File: config.mk
export PLATFORM = sky130hd
export DESIGN_NAME = commit_trace_tx
export DESIGN_NICKNAME = d
export VERILOG_FILES = /design/src/rtl/commit_trace_tx.sv
export SDC_FILE = /design/constraint.sdc
export NUM_CORES = 1
export LEC_CHECK = 0
export ABC_CLOCK_PERIOD_IN_PS = 27300
export BUFFER_PORTS_ARGS = -buffer_cell sky130_fd_sc_hd__buf_2
export CORE_AREA = 2 2 431 433
export CTS_CLUSTER_SIZE = 28
export DETAILED_ROUTE_END_ITERATION = 16
export DIE_AREA = 0 0 433 435
export PLACE_DENSITY = 0.45
export SYNTH_ARGS = -nofsm -noshare
export SYNTH_HDL_FRONTEND = slang
export SYNTH_SLANG_ARGS = --single-unit
File: constraint.sdc
create_clock -name clk -period 27.3 [get_ports clk]
set_input_delay 1.365 -clock clk [delete_from_list [all_inputs] [get_ports clk]]
set_output_delay 1.365 -clock clk [all_outputs]
set_load 0.005 [all_outputs]
File: src/rtl/commit_trace_tx.sv
// Commit-trace producer: buffers retired-instruction records and streams them as 32-bit words.
// Optional feature: define TRACE_CSUM_EN to append an XOR checksum word to each record.
module commit_trace_tx #(
  parameter int unsigned DEPTH = 8,
  parameter int unsigned CNT_W = 16
) (
  input  logic             clk,
  input  logic             reset,
  input  logic             commit_valid,
  input  logic [31:0]      commit_pc,
  input  logic [31:0]      commit_instr,
  input  logic [31:0]      commit_rd,
  input  logic [31:0]      commit_rs,
  input  logic [31:0]      commit_rt,
  input  logic [31:0]      v0_val,
  output logic             tx_valid,
  output logic [31:0]      tx_data,
  output logic             tx_last,
  input  logic             tx_ready,
  output logic             overflow,
  output logic [CNT_W-1:0] drop_cnt,
  output logic             halt_seen,
  output logic             done
);

  localparam int unsigned ADDR_W = $clog2(DEPTH);
  localparam int unsigned REC_W  = 160;
`ifdef TRACE_CSUM_EN
  localparam logic [2:0] LAST_IDX = 3'd5;
`else
  localparam logic [2:0] LAST_IDX = 3'd4;
`endif
  localparam logic [0:0]  ST_IDLE    = 1'b0;
  localparam logic [0:0]  ST_SEND    = 1'b1;
  localparam logic [31:0] EXIT_INSTR = 32'h0000000c;
  localparam logic [31:0] EXIT_V0    = 32'h0000000a;

  logic [REC_W-1:0]  mem [DEPTH];
  logic [ADDR_W:0]   wr_ptr;
  logic [ADDR_W:0]   rd_ptr;
  logic [ADDR_W:0]   rd_ptr_inc;
  logic              empty;
  logic              full;
  logic              push_req;
  logic              push_ok;
  logic              pop;
  logic              drop;
  logic              is_exit;
  logic              more;
  logic [REC_W-1:0]  commit_rec;
  logic [REC_W-1:0]  head_rec;
  logic [REC_W-1:0]  next_rec;

  logic [0:0]        state;
  logic [0:0]        state_n;
  logic [2:0]        idx;
  logic [2:0]        idx_n;
  logic [2:0]        idx_inc;
  logic              tx_valid_n;
  logic              tx_last_n;
  logic [31:0]       tx_data_n;

  // Select word i of a record; word 0 is the PC in the low bits.
  function automatic logic [31:0] rec_word(input logic [REC_W-1:0] r, input logic [2:0] i);
    logic [31:0] w;
    w = '0;
    case (i)
      3'd0:    w = r[31:0];
      3'd1:    w = r[63:32];
      3'd2:    w = r[95:64];
      3'd3:    w = r[127:96];
      3'd4:    w = r[159:128];
`ifdef TRACE_CSUM_EN
      3'd5:    w = r[31:0] ^ r[63:32] ^ r[95:64] ^ r[127:96] ^ r[159:128];
`endif
      default: w = '0;
    endcase
    return w;
  endfunction

  assign commit_rec = {commit_rt, commit_rs, commit_rd, commit_instr, commit_pc};
  assign is_exit    = (commit_instr == EXIT_INSTR) && (v0_val == EXIT_V0);

  assign empty      = (wr_ptr == rd_ptr);
  assign full       = (wr_ptr[ADDR_W] != rd_ptr[ADDR_W]) &&
                      (wr_ptr[ADDR_W-1:0] == rd_ptr[ADDR_W-1:0]);
  assign rd_ptr_inc = rd_ptr + (ADDR_W+1)'(1);

  assign pop        = (state == ST_SEND) && tx_valid && tx_ready && (idx == LAST_IDX);
  assign push_req   = commit_valid && !halt_seen;
  assign push_ok    = push_req && (!full || pop);
  assign drop       = push_req && full && !pop;

  // A record entering the FIFO in the same cycle as the head pops is forwarded directly.
  assign head_rec   = mem[rd_ptr[ADDR_W-1:0]];
  assign more       = (rd_ptr_inc != wr_ptr) || push_ok;
  assign next_rec   = (rd_ptr_inc == wr_ptr) ? commit_rec : mem[rd_ptr_inc[ADDR_W-1:0]];
  assign idx_inc    = idx + 3'd1;

  assign done       = halt_seen && empty && (state == ST_IDLE);

  // Serializer next-state and next-output logic
  always_comb begin
    state_n    = state;
    idx_n      = idx;
    tx_valid_n = tx_valid;
    tx_data_n  = tx_data;
    tx_last_n  = tx_last;
    case (state)
      ST_IDLE: begin
        if (!empty) begin
          state_n    = ST_SEND;
          idx_n      = 3'd0;
          tx_valid_n = 1'b1;
          tx_data_n  = rec_word(head_rec, 3'd0);
          tx_last_n  = 1'b0;
        end
      end
      ST_SEND: begin
        if (tx_ready) begin
          if (idx == LAST_IDX) begin
            idx_n     = 3'd0;
            tx_last_n = 1'b0;
            if (more) begin
              tx_data_n = rec_word(next_rec, 3'd0);
            end else begin
              state_n    = ST_IDLE;
              tx_valid_n = 1'b0;
            end
          end else begin
            idx_n     = idx_inc;
            tx_data_n = rec_word(head_rec, idx_inc);
            tx_last_n = (idx_inc == LAST_IDX);
          end
        end
      end
      default: state_n = ST_IDLE;
    endcase
  end

  always_ff @(posedge clk) begin
    if (reset) begin
      state     <= ST_IDLE;
      idx       <= 3'd0;
      tx_valid  <= 1'b0;
      tx_data   <= '0;
      tx_last   <= 1'b0;
      wr_ptr    <= '0;
      rd_ptr    <= '0;
      overflow  <= 1'b0;
      drop_cnt  <= '0;
      halt_seen <= 1'b0;
    end else begin
      state    <= state_n;
      idx      <= idx_n;
      tx_valid <= tx_valid_n;
      tx_data  <= tx_data_n;
      tx_last  <= tx_last_n;
      if (push_ok) wr_ptr <= wr_ptr + (ADDR_W+1)'(1);
      if (pop)     rd_ptr <= rd_ptr_inc;
      if (drop) begin
        overflow <= 1'b1;
        if (drop_cnt != '1) drop_cnt <= drop_cnt + CNT_W'(1);
      end
      if (push_req && is_exit) halt_seen <= 1'b1;
    end
  end

  // Record storage; contents need no reset since pointers define validity.
  always_ff @(posedge clk) begin
    if (!reset && push_ok) mem[wr_ptr[ADDR_W-1:0]] <= commit_rec;
  end

endmodule

* Word level (Yosys, flattened, before mapping)
Memories as Yosys holds them, arrays and structs flattened. A register that Yosys moved wholly into a read port is not among the register bits.
Cells that the tools add are included.
** Cells by class
- Add/sub/neg operators :: 4
- Equal/unequal tests :: 18
- Muxes and demuxes :: 29
- Bitwise logic cells :: 1
- Reduce and logical (&&, ||, !) cells :: 24
** Operator list (number)
- two-way mux 32 bit :: 5
- case mux 32 bit (5 select lines) :: 1
- equality test 32 x 4 -> 1 bit, second input constant :: 2
- case mux 32 bit (2 select lines) :: 1
- adder 16 x 1 -> 16 bit, second input constant :: 1
- inequality test 16 bit, second input constant :: 1
- two-way mux 3 bit :: 5
- logical AND 1 bit :: 13
- two-way mux 1 bit :: 13
- adder 4 x 1 -> 4 bit, second input constant :: 2
- equality test 4 bit :: 2
- equality test 3 x 2 -> 1 bit, second input constant :: 2
- equality test 3 bit, second input constant :: 2
- inequality test 2 bit, second input constant :: 3
- case mux 1 bit (2 select lines) :: 3
- case mux 3 bit (2 select lines) :: 1
- logical NOT 1 bit :: 4
- inequality test 4 bit :: 1
- AND reduction 2 bit :: 2
- AND reduction 4 bit :: 1
- adder 3 x 1 -> 3 bit, second input constant :: 1
- equality test 3 x 1 -> 1 bit, second input constant :: 1
- equality test 3 bit :: 1
- logical NOT 3 bit :: 1
- other kinds (6) :: 7
** Word-level totals
- Register bits after elaboration :: 64
- RAM bits :: 1280
- Input bits :: 196
- Output and inout port bits :: 53
- Word-level logic and storage cells :: 87
- Memories kept :: 1
** Memory list
- mem :: depth 8, width 160, read ports 2, clocked after Yosys merged registers in 1, write ports 1, RTL line 38 : logic [REC_W-1:0] mem [DEPTH];

* Longest topological paths before layout
Gate-level depths: netlist (run 1).
- Depth in word-level cells :: 10
- Mapped depth :: 11
- Mapped depth without buffers :: 8

* Least setup slack after synthesis (run 1)
No wires, ideal clock.
- Path kind :: in2reg
- Start :: input port tx_ready
- End :: memory mem[0][0] (enable)
- Library setup time :: 0.876 ns
- Arrival :: 13.146 ns
- Data required time :: 26.424 ns
- Slack :: 13.277 ns
- Cell stages on the path :: 5
- Buffers on the path :: 0
- Cells stage by stage :: nand2_1 o31ai_1 o21ai_1 or3_1 nor3_1
** On the way
- Word-level cells in the longest chain between the ends :: 7
** Ends and longest elaborated chain
- from (decl) :: RTL line 19 : input logic tx_ready,
- logical AND 1 bit (2 in series) :: RTL line 89 : assign pop = (state == ST_SEND) && tx_valid && tx_ready && (idx == LAST_IDX);
- logical OR 1 bit :: RTL line 91 : assign push_ok = push_req && (!full || pop);
- logical AND 1 bit :: RTL line 91
- logical AND 1 bit :: RTL line 171 : if (!reset && push_ok) mem[wr_ptr[ADDR_W-1:0]] <= commit_rec;
- two-way mux 1 bit :: RTL line 171
- two-way mux 1 bit (implied by the code) :: RTL line 171
- to (decl) :: RTL line 38
No other way between the ends.

* Worst setup path after layout (run 1)
- Start :: register state
- End :: memory mem[1][75] (enable)
** On the way
- Word-level cells in the longest chain between the ends :: 8
** Ends and longest elaborated chain
- from (decl) :: RTL line 54 : logic [0:0] state;
- from (signal assigned) :: RTL line 154 : state <= state_n;
- logical AND 1 bit (3 in series) :: RTL line 89
- logical OR 1 bit :: RTL line 91
- logical AND 1 bit :: RTL line 91
- logical AND 1 bit :: RTL line 171
- two-way mux 1 bit :: RTL line 171
- two-way mux 1 bit (implied by the code) :: RTL line 171
No other way between the ends.

==> results of run 1 <==
[worst max-delay path, stage by stage (launching register included)]
cell and delay (ns):
dfxtp_4 0.70, nand2_1 0.21, o31ai_1 0.33, o21ai_1 0.31
or3_1 0.57, nor2_4 0.82, buf_4 0.63, buf_4 0.84
buf_4 0.89
[state kept, by name (all words and copies together), names as in the netlist, named ones only]
name / cells
state: 1
drop_cnt: 16
halt_seen: 1
tx_data: 32
tx_last: 1
idx: 3
wr_ptr: 4
tx_valid: 1
overflow: 1
rd_ptr: 4
mem: 1280
[stage by stage]
stage / hold WS, ns / util (%) / total power [mW] / worst slack [ns]
6_report: 0.447 / 34.8 / 4.54 / 21.38
3_3_place_gp: 0.438 / 32.1 / 2.55 / 20.55
3_5_place_dp: 0.437 / 32.1 / 2.55 / 20.59
2_1_floorplan: 0.442 / - / 2.44 / 13.28
5_1_grt: 0.486 / 34.8 / 4.69 / 20.92
4_1_cts: 0.446 / 34.8 / 4.60 / 21.21
[cells in the mapped netlist, types with 2 or more instances]
cell and number:
edfxtp_1 1280, mux2i_1 449, mux4_2 192, nand2_1 149
a22oi_1 136, a21oi_1 88, buf_2 88, nand3_1 88
clkbuf_1 79, dfxtp_1 67, inv_1 42, o221ai_1 40
nor2_1 38, mux2_2 33, nand4_1 31, o21ai_1 25
a2bb2oi_1 24, a21o_1 23, nor4_1 22, xnor2_1 20
o21ai_0 19, buf_1 18, nand2b_1 13, a32oi_1 9
ha_1 9, nor3_1 8, o211ai_1 8, nor2b_1 6
and2_1 5, xor2_1 5, or3_1 4, and4_1 3
nor4b_1 3, a41oi_1 2, nor3b_1 2, o31ai_1 2
or4_1 2
[final cells by class]
cell class / count / area, um2 / area share, %
multi-input cells: 1470 / 14200 / 22.1
inverters: 43 / 161 / 0.252
repair buffers: 316 / 1790 / 2.79
diodes: 8 / 20.0 / 0.0312
clock inverters: 54 / 591 / 0.922
flip-flops and latches: 1347 / 39800 / 62.1
clock buffers: 228 / 4420 / 6.90
well taps: 2480 / 3100 / 4.84
[where the power goes]
group,leakage [nW],internal (mW),switching (mW)
Clock,2.45,1.20,0.836
Sequential,12.1,2.30,0.0264
Combinational,4.94,0.0578,0.117
Total,19.5,3.56,0.980
[kinds of logic (layout without fill, tap and decap cells)]
| kind of cell | after synthesis | after routing |
|---|---|---|
| AOI/OAI and AO/OA | 382 | 382 |
| xor gates and xnor gates | 27 | 27 |
| adders and majority gates | 9 | 9 |
| buffers and inverters | 231 | 641 |
| DFF | 1347 | 1347 |
| muxes | 674 | 674 |
| other | 0 | 8 |
| and+or+nand+nor | 378 | 378 |
[per-layer routing]
| metal | vias to the layer above | share of wire (%) | GRT usage (%) |
|---|---|---|---|
| li1 | 13000 | - | - |
| met1 | 15400 | 42 | 22.0 |
| met2 | 766 | 50 | 28.9 |
| met3 | 305 | 4.7 | 3.15 |
| met4 | 30 | 3.4 | 5.80 |
| met5 | - | 0.13 | 0 |
[path summary, 6_finish.rpt]
path	startpoint	endpoint	slack, ns	cells past startpoint
worst min-delay path	overflow	overflow	0.45	2
worst min register to register	overflow	overflow	0.45	2
worst max-delay path	state	mem[1][75]	21.38	8
worst max register to register	state	mem[1][75]	21.38	8
==> summary.txt, run 1 <==
Final Setup Violations -> 0
Setup crit start kind -> flip-flop
Static Leak -> 19.5 nW
Worst Setup End Kind -> flip-flop
Slew Limit Fails -> 0
Total GRT Usage -> 17.1%
Avg WL per Cell -> 27.3 um
Vias per cell -> 4.96
Core Rows -> 158
Initial Util -> 29.8%
Async SR Flop Fraction -> 0%
Top_reg_cell synth -> edfxtp_1
Compound-Gate Fraction of Synth Area -> 4.83%
Period utilization -> 21.7%
Clock sink count -> 1347
Most frequent cells in the layout -> edfxtp_1 (1280), mux2i_1 (449), buf_2 (248)
Root buf cell -> clkbuf_16
Layout fillers -> 17400
Worst-path clk slew -> 0.05 ns
Syn Inst Count -> 3048
Initial antenna violation count -> 60
Synth area leaders -> edfxtp_1 (70%), mux2i_1 (8.2%), mux4_2 (7.9%), dfxtp_1 (2.4%), a22oi_1 (1.9%)
Pwr Density -> 70.8 mW/mm2
Synthesis-to-layout area growth -> 17.0%
Max VDD drop -> 0.0664 mV
IO Count -> 249
Worst Path Arrival -> 6.31 ns
Via count -> 29500
Worst-Margin Slew -> 1.10 ns
Post-Synth XOR/XNOR Area -> 0.459%
Die area -> 0.188 mm2
Period minus WS final -> 5.92 ns
Cts repair resizes -> 0
Vias in the first global route -> 30100
Mux contribution to synthesized area -> 16.8%
Adder-cell share of the synthesized area -> 0.206%
Critical Path RT -> 27.68 ns
Total congestion overflow -> 0
EDFF count, synth -> 1280
First-pass GRT wire length -> 231000 um
Mapped cell area -> 0.0548 mm2
Clock skew -> 0.0355 ns
# port buffers -> 248
Chip Height -> 435 um
Status -> completed
Initial DRC Count -> 2309
Clock tree from TritonCTS -> done
ANT nets after route -> 0
Synth warn -> 0
Post-route DRC violation count -> 0
RePlAce Congestion -> 0.761
Post-Syn Area per Cell -> 18.0 um2
Seq cells post-synth -> 1347
Fmax -> 169 MHz
Largest net degree at the start of global routing -> 118
Seq/Total Area, Yosys -> 72.6%
Post-Synth Simple-Gate Area -> 3.30%
Post-CTS setup buffer count -> 0
CTS Hold Bufs -> 0
Fin cells -> 5946
Nets -> 3538
RSZ-0062 raised after global routing -> false
Placed cell count -> 5656
Kind of critical path -> flip-flop to flip-flop
Final hold viol count -> 0
TritonCTS Buffers -> 155
Syn Nets -> 3253
Yosys cell types -> 53
Share of cells above drive strength 1 -> 23.0%
Final instance area -> 0.0641 mm2
Yosys top cell area share -> 70.2%
Most common cell after layout, fill and taps aside -> edfxtp_1
Final wirelength -> 162000 um
Clk buf depth -> 3
H-tree level count -> 4
Final setup TNS -> 0 ns
DP Wirelength -> 94700 um
Crit Path Max Fanout -> 54
Clock Latency Late Sink -> 0.79 ns
Synth area leader -> edfxtp_1
Core ar. -> 0.184 mm2
Die Width -> 433 um
Max-cap violation count -> 0
Drt first pass iters -> 5
Max_slew headroom -> 26.4%
Area after DPL -> 0.0590 mm2
Largest family of logic cells by synthesized area -> multiplexers
HP Class -> flip-flop to flip-flop
Power figures use the tool's default switching activity.
==> run 2, diff against run 1 <==
==> config.mk (replaced) <==
export PLATFORM = sky130hd
export DESIGN_NAME = commit_trace_tx
export DESIGN_NICKNAME = d
export VERILOG_FILES = /design/src/rtl/commit_trace_tx.sv
export SDC_FILE = /design/constraint.sdc
export NUM_CORES = 1
export LEC_CHECK = 0
export ABC_AREA = 1
export ABC_CLOCK_PERIOD_IN_PS = 6100
export BUFFER_PORTS_ARGS = -buffer_cell sky130_fd_sc_hd__buf_2
export CORE_AREA = 2 2 452 454
export CTS_CLUSTER_SIZE = 28
export DETAILED_ROUTE_END_ITERATION = 16
export DIE_AREA = 0 0 454 456
export PLACE_DENSITY = 0.44
export SYNTH_ARGS = -nofsm -noshare
export SYNTH_HDL_FRONTEND = slang
export SYNTH_SLANG_ARGS = --single-unit
==> constraint.sdc (replaced) <==
create_clock -name clk -period 6.1 [get_ports clk]
set_input_delay 0.305 -clock clk [delete_from_list [all_inputs] [get_ports clk]]
set_output_delay 0.305 -clock clk [all_outputs]
set_load 0.005 [all_outputs]
==> run 2 against run 1 <==
Area after synthesis is 10% higher. Clock skew hardly changed. Design area is 10% higher. Combinational power grew to 8.8 times the previous value. Total power grew to 4.6 times the previous value. Flip-flop and latch count stayed put. Critical path type unchanged. Clock power grew to 4.4 times the previous value.
==> summary.txt, run 2 <==
Status -> completed
Share of cells above drive strength 1 -> 9.70% (-13 points)
Sequential cell area -> 0.0398 mm2 (unchanged)
Chip Height -> 456 um (+4.8%)
Vias in the first global route -> 40900 (+36%)
DP Wirelength -> 119000 um (+26%)
Clock skew -> 0.0355 ns (-0.00000730 ns)
Top_reg_cell synth -> edfxtp_1
Layout fillers -> 20200 (+16%)
Initial DRC Count -> 3563 (+54%)
Fin cells -> 9174 (+54%)
Kind of critical path -> flip-flop to flip-flop
Yosys top cell area share -> 63.8% (-6.4 points)
Max VDD drop -> 0.342 mV (+420%)
H-tree level count -> 4 (unchanged)
Nets -> 6582 (+86%)
Post-Syn Area per Cell -> 9.90 um2 (-45%)
Setup crit start kind -> flip-flop
Critical Path RT -> 6.52 ns (-21.16 ns)
Area after DPL -> 0.0641 mm2 (+8.6%)
Yosys cell types -> 37 (-30%)
RSZ-0062 raised after global routing -> false
Slew Limit Fails -> 0 (unchanged)
Synth warn -> 0 (unchanged)
Max reg flops -> 1280 (unchanged)
Worst-Margin Slew -> 1.15 ns (+0.0463 ns)
Total congestion overflow -> 0 (unchanged)
Synth area leader -> edfxtp_1
Worst-path clk slew -> 0.06 ns (about the same)
Total GRT Usage -> 19.3% (+2.2 points)
Adder-cell share of the synthesized area -> 0.187% (-0.019 points)
Compound-Gate Fraction of Synth Area -> 4.04% (-0.79 points)
Largest net degree at the start of global routing -> 261 (+120%)
Final Setup Violations -> 0 (unchanged)
First-pass GRT wire length -> 294000 um (+27%)
Pwr Density -> 296 mW/mm2 (+320%)
Commonest cells post-synth -> nand2_1 (1904), edfxtp_1 (1280), nand3_1 (846)
Syn Inst Count -> 6086 (+100%)
Most common cell in the netlist -> nand2_1
ANT nets after route -> 0 (unchanged)
Seq/Total Area, Yosys -> 66.0% (-6.6 points)
Mux contribution to synthesized area -> 0% (-17 points)
Post-Synth XOR/XNOR Area -> 0.131% (-0.33 points)
Post-Synth Simple-Gate Area -> 22.8% (+19 points)
Power, Total -> 20.9 mW (+360%)
Largest family of logic cells by synthesized area -> simple AND/OR/NAND/NOR gates
IO Count -> 249 (unchanged)
Synthesis-to-layout area growth -> 17.2%
Vias per cell -> 4.71 (-5.1%)
Initial antenna violation count -> 26 (-57%)
Fmax -> 259 MHz (+53%)
Max-cap violation count -> 0 (unchanged)
# port buffers -> 248 (unchanged)
Worst Path Arrival -> 4.28 ns (-2.03 ns)
Avg WL per Cell -> 22.2 um (-19%)
Die area -> 0.207 mm2 (+9.9%)
Multi-input gate area -> 0.0164 mm2 (+16%)
Final hold viol count -> 0 (unchanged)
Mapped cell area -> 0.0603 mm2 (+10%)
Initial Util -> 29.9% (+0.11 points)
Seq cells post-synth -> 1347 (unchanged)
Crit Path Max Fanout -> 260 (+380%)
Clk buf depth -> 3 (unchanged)
Period utilization -> 63.3% (+42 points)
Worst Setup End Kind -> flip-flop
Placed cell count -> 8725 (+54%)
Final Core Density -> 35.0% (+0.20 points)
Syn Nets -> 6291 (+93%)
Core Rows -> 165 (+4.4%)
Clock sink count -> 1347 (unchanged)
Async SR Flop Fraction -> 0% (unchanged)
Period minus WS final -> 3.86 ns (-2.06 ns)
Synth area leaders -> edfxtp_1 (64%), nand2_1 (12%), nand3_1 (7.0%), inv_1 (4.0%), nor2_1 (2.7%)
Clock tree from TritonCTS -> done
Post-route DRC violation count -> 0 (unchanged)
Final wirelength -> 203000 um (+25%)
Cts repair resizes -> 0 (unchanged)
Most frequent cells in the layout -> nand2_1 (1902), edfxtp_1 (1280), nand3_1 (846)
Final setup TNS -> 0 ns (unchanged)
Die Width -> 454 um (+4.8%)
Final instance area -> 0.0706 mm2 (+10%)
Static Leak -> 27.4 nW (+40%)
Via count -> 43200 (+46%)
Clock Latency Late Sink -> 0.81 ns (+0.02 ns)
Max_slew headroom -> 23.3% (-3.1 points)
Root buf cell -> clkbuf_16
HP Class -> primary input to flip-flop
RePlAce Congestion -> 0.829 (+9.0%)
Core ar. -> 0.202 mm2 (+9.6%)
TritonCTS Buffers -> 156 (+0.65%)
Drt first pass iters -> 5 (unchanged)
EDFF count, synth -> 1280 (unchanged)
Most common cell after layout, fill and taps aside -> nand2_1
run 2: through the flow:
step / hold slack [ns] / setup slack (ns)
after floorplan: 0.404 / -0.0857
after global placement: 0.450 / 2.17
after detailed placement: 0.458 / 2.12
after CTS: 0.0448 / 2.08
after global routing: 0.108 / 1.91
final: 0.0935 / 2.24
run 2: repair_timing:
item                                   in CTS  in global routing
hold buffers                              166                  0
setup buffers                               0                  0
endpoints found under the hold margin    1282                  0
run 2: final cells by class:
class	instances	share of cell area (%)
sequential	1347	56.4
clock buffer	206	5.97
timing repair buffer	487	5.31
antenna	5	0.0177
multi-input combinational	3737	23.3
clock inverter	72	0.873
tap	2672	4.73
inverter	648	3.47
run 2: layer usage:
layer  track usage, %  part of all wire, %  up-vias
met5                0                0.051        -
met4             6.40                  3.2       16
met3             2.74                  4.7      268
met2             30.7                   46     1037
met1             27.0                   46    21100
li1                 -                    -    20800
run 2: kinds of logic (layout without fill, tap and decap cells):
group / count (synthesis) / count (layout)
other cells: 0 / 5
xor+xnor: 9 / 9
compound gates: 427 / 427
fa+ha+maj: 9 / 9
flops: 1347 / 1347
buf+inv: 1002 / 1413
simple gates: 3292 / 3292
run 2: path summary, 6_finish.rpt:
| kind | start | endpoint | slack [ns] | depth (start not counted) |
|---|---|---|---|---|
| setup / recovery | rd_ptr[0] | mem[2][87] | 2.24 | 10 |
| hold / removal | commit_valid | wr_ptr[1] | 0.09 | 5 |
| setup reg to reg | rd_ptr[0] | mem[2][87] | 2.24 | 10 |
| hold reg to reg | overflow | overflow | 0.46 | 1 |
run 2: critical path, cell delays in order (launching register included):
cell     delay (ns)
dfxtp_4        0.36
buf_12         0.63
xnor2_1        0.16
nand2_1        0.15
nor2_4         0.05
nand3_1        0.08
nand2_2        0.12
inv_1          0.15
nand3_1        0.33
nor2_4         0.81
buf_12         0.52
run 2: power by group:
part / leakage (nW) / internal [mW] / total (mW) / switching, mW
Clock: 2.34 / 5.13 / 9.00 / 3.87
Sequential: 12.1 / 10.3 / 10.4 / 0.110
Combinational: 12.9 / 0.430 / 1.54 / 1.11
Total: 27.4 / 15.8 / 20.9 / 5.09
